<file path="config.mk">
export PLATFORM = sky130hd
export DESIGN_NAME = block_pixel_streamer
export DESIGN_NICKNAME = d
export VERILOG_FILES = /design/src/rtl/block_pixel_streamer.sv
export SDC_FILE = /design/constraint.sdc
export NUM_CORES = 1
export LEC_CHECK = 0
export CAP_MARGIN = 30
export CELL_PAD_IN_SITES_DETAIL_PLACEMENT = 1
export CELL_PAD_IN_SITES_GLOBAL_PLACEMENT = 2
export CORE_UTILIZATION = 34
export CTS_BUF_LIST = sky130_fd_sc_hd__clkbuf_16
export DETAILED_ROUTE_END_ITERATION = 8
export GPL_TIMING_DRIVEN = 0
export HOLD_SLACK_MARGIN = 0.15
export PLACE_DENSITY_LB_ADDON = 0.08
export SLEW_MARGIN = 5
export SYNTH_ARGS = -nofsm -noshare
export SYNTH_HDL_FRONTEND = slang
export SYNTH_SLANG_ARGS = --single-unit
</file>
<file path="constraint.sdc">
create_clock -name clk -period 6.65 [get_ports clk]
set_clock_uncertainty 0.05 [all_clocks]
set_input_delay 0.665 -clock clk [delete_from_list [all_inputs] [get_ports clk]]
set_output_delay 0.665 -clock clk [all_outputs]
set_load 0.1 [all_outputs]
</file>
<file path="src/rtl/block_pixel_streamer.sv">
// Block-order pixel transmitter: validates N/M geometry, then reads an N x N raster image
// from a synchronous RAM and streams it as M x M blocks with a two-stage read pipeline.
module block_pixel_streamer #(
    parameter int unsigned Data_Depth = 8,
    parameter int unsigned ADDR_W     = 20,
    parameter int unsigned SIZE_W     = 10,
    parameter int unsigned M_W        = 7
) (
    input  logic                  clk,
    input  logic                  rst,
    input  logic                  start,
    input  logic [SIZE_W-1:0]     img_size,
    input  logic [M_W-1:0]        blk_size,
    output logic                  mem_rd_en,
    output logic [ADDR_W-1:0]     mem_addr,
    input  logic [Data_Depth-1:0] mem_rdata,
    output logic                  new_pixel,
    output logic [Data_Depth-1:0] Pixel_Data,
    output logic [M_W-1:0]        M,
    output logic                  Image_Done,
    output logic                  busy,
    output logic                  cfg_err
);

    typedef enum logic [2:0] {
        StIdle,
        StCheck,
        StErr,
        StStream,
        StDrain,
        StDone
    } state_e;

    localparam logic [ADDR_W-1:0] AddrOne = 1;
    localparam logic [SIZE_W-1:0] SizeOne = 1;
    localparam logic [M_W-1:0]    MOne    = 1;

    state_e                r_state;
    state_e                w_state_next;

    logic [SIZE_W-1:0]     r_n;
    logic [M_W-1:0]        r_m;
    logic [SIZE_W-1:0]     r_rem;
    logic [SIZE_W-1:0]     r_kpb;
    logic [ADDR_W-1:0]     r_addr;
    logic [M_W-1:0]        r_col;
    logic [M_W-1:0]        r_row;
    logic [SIZE_W-1:0]     r_bcol;
    logic [SIZE_W-1:0]     r_strip;
    logic                  r_rd_v1;
    logic                  r_new_pix;
    logic [Data_Depth-1:0] r_pix;

    logic [SIZE_W-1:0]     w_m_sz;
    logic [ADDR_W-1:0]     w_n_ext;
    logic [ADDR_W-1:0]     w_m_ext;
    logic [ADDR_W-1:0]     w_row_step;
    logic [ADDR_W-1:0]     w_blk_back;
    logic [M_W-1:0]        w_m_last;
    logic [SIZE_W-1:0]     w_kpb_last;
    logic                  w_geom_bad;
    logic                  w_rd_en;
    logic                  w_last;

    assign w_m_sz     = SIZE_W'(r_m);
    assign w_n_ext    = ADDR_W'(r_n);
    assign w_m_ext    = ADDR_W'(r_m);
    assign w_row_step = w_n_ext - w_m_ext + AddrOne;
    // Jump from the end of one block back to the top-right neighbour block.
    assign w_blk_back = w_n_ext * (w_m_ext - AddrOne) - AddrOne;
    assign w_m_last   = r_m - MOne;
    assign w_kpb_last = r_kpb - SizeOne;
    assign w_geom_bad = (r_m == '0) || (r_n == '0) || (w_m_sz > r_n);
    assign w_rd_en    = (r_state == StStream);
    assign w_last     = (r_strip == w_kpb_last) && (r_bcol == w_kpb_last) &&
                        (r_row == w_m_last) && (r_col == w_m_last);

    assign mem_rd_en  = w_rd_en;
    assign mem_addr   = r_addr;
    assign new_pixel  = r_new_pix;
    assign Pixel_Data = r_pix;
    assign M          = r_m;
    assign Image_Done = (r_state == StDone);
    assign cfg_err    = (r_state == StErr);
    assign busy       = (r_state != StIdle);

    always_ff @(posedge clk or posedge rst) begin
        if (rst) begin
            r_state <= StIdle;
        end else begin
            r_state <= w_state_next;
        end
    end

    always_comb begin
        w_state_next = r_state;
        unique case (r_state)
            StIdle: begin
                if (start) w_state_next = StCheck;
            end
            StCheck: begin
                if (w_geom_bad) begin
                    w_state_next = StErr;
                end else if (r_rem >= w_m_sz) begin
                    w_state_next = StCheck;
                end else if (r_rem == '0) begin
                    w_state_next = StStream;
                end else begin
                    w_state_next = StErr;
                end
            end
            StErr:    w_state_next = StIdle;
            StStream: begin
                if (w_last) w_state_next = StDrain;
            end
            // Last read is registered once more before it appears as a pixel.
            StDrain: begin
                if (!r_rd_v1) w_state_next = StDone;
            end
            StDone:   w_state_next = StIdle;
            default:  w_state_next = StIdle;
        endcase
    end

    always_ff @(posedge clk or posedge rst) begin
        if (rst) begin
            r_n       <= '0;
            r_m       <= '0;
            r_rem     <= '0;
            r_kpb     <= '0;
            r_addr    <= '0;
            r_col     <= '0;
            r_row     <= '0;
            r_bcol    <= '0;
            r_strip   <= '0;
            r_rd_v1   <= 1'b0;
            r_new_pix <= 1'b0;
            r_pix     <= '0;
        end else begin
            r_rd_v1   <= w_rd_en;
            r_new_pix <= r_rd_v1;
            if (r_rd_v1) r_pix <= mem_rdata;

            case (r_state)
                StIdle: begin
                    if (start) begin
                        r_n     <= img_size;
                        r_m     <= blk_size;
                        r_rem   <= img_size;
                        r_kpb   <= '0;
                        r_addr  <= '0;
                        r_col   <= '0;
                        r_row   <= '0;
                        r_bcol  <= '0;
                        r_strip <= '0;
                    end
                end
                StCheck: begin
                    if (!w_geom_bad && (r_rem >= w_m_sz)) begin
                        r_rem <= r_rem - w_m_sz;
                        r_kpb <= r_kpb + SizeOne;
                    end
                end
                StStream: begin
                    if (!w_last) begin
                        if (r_col != w_m_last) begin
                            r_addr <= r_addr + AddrOne;
                            r_col  <= r_col + MOne;
                        end else if (r_row != w_m_last) begin
                            r_addr <= r_addr + w_row_step;
                            r_col  <= '0;
                            r_row  <= r_row + MOne;
                        end else if (r_bcol != w_kpb_last) begin
                            r_addr <= r_addr - w_blk_back;
                            r_col  <= '0;
                            r_row  <= '0;
                            r_bcol <= r_bcol + SizeOne;
                        end else begin
                            r_addr  <= r_addr + AddrOne;
                            r_col   <= '0;
                            r_row   <= '0;
                            r_bcol  <= '0;
                            r_strip <= r_strip + SizeOne;
                        end
                    end
                end
                default: ;
            endcase
        end
    end

endmodule

</file>
==> run summary, run 1 <==
H-Tree Depth = 3
Xor and xnor area share after synthesis = 8.44%
Number of synthesized flops with an enable pin = 0
Gr ovfl total = 0
WL final = 40200 um
Global-route wire length before repair = 64000 um
Clk pin slew, worst setup/hold paths = 0.08 ns
Post-synth ARST share = 100%
MaxCap Viol Count = 0
Placed cell count = 1955
Status = complete, no violations
Die Height = 189 um
HPWL Detailed = 31500 um
YS warnings = 0
Relative slew slack = 33.9%
Largest net degree at the start of global routing = 59
Initial Util = 34.6%
Worst hold slack = 0.328 ns
Fillers = 4165
DR WL/cell = 20.2 um
Fin nets = 1732
Sequential share of the synthesized area = 21.8%
Chip width = 189 um
Max-slew violations = 0
Initial antenna violation count = 0
Crit path DAT = 6.67 ns
Vias in the first global route = 11100
CP Launch Type = register
Vias/cell = 5.39
Number of synthesized register bits = 104
Die area = 35900 um^2
CTS tree = yes
Worst EP required = 6.88 ns
GP Congestion = 0.811
Initial DRC Count = 422
Syn Nets = 1633
# DRC = 0
First-pass DRT Iterations = 5
GRT Total Usage = 23.2%
Core area = 34500 um^2
Area Growth Syn to Fin = 17.2%
Vias = 10700
Layout cell share with drive strength beyond 1 = 9.39%
Final core utilization = 40.5%
Highest clock rate = 155 MHz
Slew @ Worst Pin = 0.988 ns
Clk_lat worst skew = 0.38 ns
Largest family of logic cells by synthesized area = adder cells
Routed Antenna Nets = 0
Clock tree buffer depth = 2
# diodes = 0
Post-synthesis cell count = 1430
Final hold violation count = 0
Fin crit period = 6.44 ns
Distinct cells, synth = 89
Final Setup Violations = 0
# port buffers = 67
Post-synth top flop = dfrtp_1
# clock sinks = 104
Hold/Removal Path Class = register to register
CP Max Fanout = 6
Total CTS buffers = 9
Row count = 68
Io pins = 68
Mux share of post-synthesis cell area = 1.73%
Clk Tree Root Cell = clkbuf_16
Cell Area, Synth = 12000 um^2
Final worst-path cycle share = 96.9%
Final Non-Filler Cells = 1989
Avg Cell Area, Syn = 8.36 um^2
Adder-cell share of the synthesized area = 22.8%
Synth Area in Simple Gates = 21.8%
Crit path kind = register to register
CP endpoint kind = register
Post-synthesis compound-gate area fraction = 16.5%
cell families after synthesis:
logic type | Yosys count
fa+ha+maj | 175
buf+inv | 213
simple gates | 525
mux | 18
flops | 104
xor+xnor | 104
compound gates | 291
cell usage after synthesis (19+ instances only):
master	n	area share, %
fa_1	72	12
xnor2_1	53	3.9
nor2_1	116	3.6
a21oi_1	49	2.1
and2_1	27	1.4
o21ai_0	84	3.5
xor2_1	44	3.2
ha_1	103	11
nand2b_1	20	1.0
nand4_1	19	0.99
nor2b_1	26	1.4
dfrtp_1	104	22
nand3_1	36	1.5
nand2_1	161	5.1
clkbuf_1	51	1.6
inv_1	144	4.5
nor3_1	29	1.2
per-stage QoR:
step                instance area (um^2)  TNS, ns  worst slack, ns
finish                             14000        0            0.205
detailed placement                 13300    -9.62            -1.26
CTS                                13900        0          0.00770
global placement                   13200    -9.34            -1.25
floorplan                          12000        0           0.0157
global route                       14000  -0.0370          -0.0198
state kept, by name, summed over array words and instances (netlist names), 8 cells and up:
signal      cells
r_n            10
r_rem          10
r_bcol         10
mem_addr       20
r_strip        10
Pixel_Data      8
r_kpb          10
routing by layer:
layer,GRT usage [%],vias up,wire length (um)
li1,-,5122,-
met3,2.52,48,1190
met2,37.4,166,18300
met5,0,-,0
met1,32.1,5388,19500
met4,8.10,0,1240
worst max-delay path, cell delays in order, from the launching register on:
cell and delay [ns]:
dfrtp_4 0.53, buf_12 0.15, buf_6 0.13, nor3_4 0.19, a21oi_2 0.10, or2_4 0.35
and2_4 0.18, fa_2 0.33, inv_2 0.06, fa_1 0.42, fa_1 0.49, fa_1 0.52
inv_1 0.06, fa_1 0.53, inv_1 0.04, ha_2 0.19, or3_4 0.43, o21bai_4 0.20
a211oi_2 0.22, buf_4 0.17, o21bai_4 0.07, a21o_1 0.19, a211oi_2 0.24, xor2_1 0.09
nor2b_2 0.16, o31ai_1 0.25
final timing paths:
path	startpoint	endpoint	slack, ns	cells after the start
setup / recovery	M[0]$_DFFE_PP0P_	mem_addr[18]$_DFFE_PP0P_	0.21	25
hold / removal	r_rd_v1$_DFF_PP0_	new_pixel$_DFF_PP0_	0.33	0
setup reg to reg	M[0]$_DFFE_PP0P_	mem_addr[18]$_DFFE_PP0P_	0.21	25
hold reg to reg	r_rd_v1$_DFF_PP0_	new_pixel$_DFF_PP0_	0.33	0
max in group asynchronous	rst	mem_addr[17]$_DFFE_PP0P_	5.20	3
min in group asynchronous	rst	r_kpb[3]$_DFFE_PP0P_	0.66	2
layout make-up:
cell class | instances | area [um^2] | area share [%]
tap | 455 | 569 | 4.06
timing repair buffer | 93 | 903 | 6.45
clock buffer | 9 | 225 | 1.61
multi-input combinational | 1113 | 8760 | 62.6
buffer | 63 | 294 | 2.10
clock inverter | 7 | 78.8 | 0.563
inverter | 145 | 564 | 4.03
sequential | 104 | 2610 | 18.6
cells in the final DEF, fill, tap and decap left out, types with 16 or more instances in the layout:
master / netlist / final
nor3_1: 29 / 26
dfrtp_1: 104 / 100
fa_1: 72 / 70
clkbuf_1: 51 / 42
and2_1: 27 / 25
and3_1: 17 / 17
clkdlybuf4s50_1: 0 / 67
buf_2: 14 / 16
nand3_1: 36 / 36
nor2b_1: 26 / 25
xnor2_1: 53 / 51
o21ai_0: 84 / 81
nor2_1: 116 / 115
buf_4: 0 / 21
nand2_1: 161 / 157
nand2b_1: 20 / 20
a21oi_1: 49 / 48
nand4_1: 19 / 19
inv_1: 144 / 139
ha_1: 103 / 99
xor2_1: 44 / 44
what timing repair did:
action / in CTS / in global routing
setup endpoints to repair: 11 / 6
hold buffers: 0 / 0
setup buffers: 19 / 5
pin swaps: 10 / 24
gates resized for setup: 41 / 25
cloned: 0 / 0
Power of run 1 is not shown: default switching activity piles up to over one toggle a cycle in this logic, so the estimate is an artifact.
==> run 2: changes to the inputs <==
--- a/config.mk
+++ b/config.mk
@@ -11,7 +11,6 @@
 export CORE_UTILIZATION = 34
 export CTS_BUF_LIST = sky130_fd_sc_hd__clkbuf_16
 export DETAILED_ROUTE_END_ITERATION = 8
-export GPL_TIMING_DRIVEN = 0
 export HOLD_SLACK_MARGIN = 0.15
 export PLACE_DENSITY_LB_ADDON = 0.08
 export SLEW_MARGIN = 5
==> run 2 against run 1 <==
Effect of this change:
- cell area fell by 2.7%
- hold slack better by 0.13 ns
- clock-buffer cell count is the same
- register-to-register slack better by 0.12 ns
- largest cell class unchanged
- utilization shrank 1.1 points
- sequential share of layout area up 0.50 points
- non-clock buffer count is 44 lower
- via count down 3.0%
- sequential cell count unchanged
- first-iteration DRC count decreased by 5.5%
- final cell count fell by 2.3%
==> run summary, run 2 (synthesis results as in run 1) <==
Row count = 68
Placement Cell Area = 13300 um^2
Clk Tree Root Cell = clkbuf_16
CP endpoint kind = register
Fillers = 4109
Routed Antenna Nets = 0
# DRC = 0
Gr ovfl total = 0
Hold_sp = Pixel_Data[6]$_DFFE_PP0P_
Relative slew slack = 32.1%
Most common cell after layout, fill and taps aside = nand2_1
Initial DRC Count = 399
Final Cell Area = 13600 um^2
Final hold violation count = 0
First-pass DRT Iterations = 4
Largest net degree at the start of global routing = 54
H-Tree Depth = 3
Clk_lat worst skew = 0.39 ns
CTS Hold Bufs = 0
Worst r2r src = M[0]$_DFFE_PP0P_
Fin crit period = 6.33 ns
Die Height = 189 um
# port buffers = 67
Core area = 34500 um^2
# clock sinks = 104
Final WS setup = 0.323 ns
Total CTS buffers = 9
Area Growth Syn to Fin = 14.0%
Crit path kind = register to register
# diodes = 0
Final worst-path cycle share = 95.1%
Initial Util = 34.6%
GRT Total Usage = 23.3%
Crit path DAT = 6.59 ns
Most frequent cells in the layout = 160 x nand2_1, 142 x inv_1, 116 x nor2_1, 102 x ha_1, 100 x dfrtp_1
Final Setup Violations = 0
CP Launch Type = register
Fin nets = 1688
MaxCap Viol Count = 0
Max-slew violations = 0
WL final = 39600 um
Slew @ Worst Pin = 1.02 ns
Layout cell share with drive strength beyond 1 = 7.92%
Pre-CTS setup slack = 0.00605 ns
Highest clock rate = 158 MHz
Io pins = 68
Vias in the first global route = 11100
CP Launch Point = M[0]$_DFFE_PP0P_
Die area = 35900 um^2
Max reg flops = 20
Hold/Removal Path Class = register to register
Initial antenna violation count = 0
Clock tree buffer depth = 2
Chip width = 189 um
Global-route wire length before repair = 64200 um
GP Congestion = 0.822
Worst hold slack = 0.459 ns
Vias/cell = 5.35
Clk pin slew, worst setup/hold paths = 0.09 ns
CTS tree = yes
Status = complete, no violations
HPWL Detailed = 30900 um
Worst EP required = 6.91 ns
CP Max Fanout = 11
Vias = 10400
DR WL/cell = 20.4 um
[run 2: changes by cell type in the layout (fill, tap and decap cells not counted), sizes merged]
cell,previous run,this run
inv,146,145
bufinv,1,0
clkbuf,54,9
buf,44,45
clkinvlp,2,3
[run 2: per-layer routing]
metal | GRT usage, % | wire length [um]
met1 | 30.2 | 18500
met3 | 3.19 | 934
met5 | 0 | 0
met2 | 40.4 | 19300
met4 | 6.14 | 790
[run 2: timing repair]
| item | 4_1_cts | 5_1_grt |
|---|---|---|
| cloned | 0 | 0 |
| gates resized for setup | 2 | 14 |
| pin swaps | 0 | 3 |
| buffers inserted | 0 | 1 |
| setup endpoints to repair | 2 | 7 |
[run 2: area by class of cell]
class | instances | area (um^2) | area share [%]
Clock buffer | 9 | 225 | 1.65
Clock inverter | 6 | 56.3 | 0.413
Timing Repair Buffer | 112 | 1030 | 7.55
Tap cell | 455 | 569 | 4.18
Inverter | 145 | 552 | 4.05
Multi-Input combinational cell | 1113 | 8590 | 63.0
Sequential cell | 104 | 2610 | 19.1
[run 2: worst paths after layout]
check	cells after the start	to	slack, ns
setup / recovery	21	mem_addr[18]$_DFFE_PP0P_	0.32
hold / removal	1	Pixel_Data[6]$_DFFE_PP0P_	0.46
setup reg to reg	21	mem_addr[18]$_DFFE_PP0P_	0.32
hold reg to reg	1	Pixel_Data[6]$_DFFE_PP0P_	0.46
max in group asynchronous	3	mem_addr[6]$_DFFE_PP0P_	4.62
min in group asynchronous	2	r_kpb[3]$_DFFE_PP0P_	0.70
[run 2: worst max-delay path: stages, from the launching register on]
cell and delay, ns:
dfrtp_2 0.44, clkinv_4 0.06, buf_4 0.18, ha_1 0.43, nand2b_1 0.22, fa_1 0.56, fa_1 0.45, fa_1 0.55
fa_1 0.56, inv_1 0.06, fa_1 0.53, inv_1 0.04, ha_1 0.20, or3_4 0.41, o21bai_2 0.21, a211oi_2 0.30
o21bai_1 0.14, a21o_1 0.24, a211oi_2 0.21, xor2_1 0.09, nor2b_1 0.13, o31ai_1 0.18
[run 2: through the flow]
stage	instances	TNS [ns]	utilization [%]
floorplan	1430	0	-
detailed placement	1927	0	38.4
global placement	1926	0	38.3
global route	1944	-0.00532	39.5
CTS	1942	0	39.2
finish	1944	0	39.5
Power of run 2 is left out for the same reason.
==> run 3: changes to the inputs <==
--- a/config.mk
+++ b/config.mk
@@ -17,3 +17,4 @@
 export SYNTH_ARGS = -nofsm -noshare
 export SYNTH_HDL_FRONTEND = slang
 export SYNTH_SLANG_ARGS = --single-unit
+export TNS_END_PERCENT = 1
==> results of run 3 <==
Final layout, timing and power as in run 2 (identical DEF).
Power of run 3 is left out for the same reason.
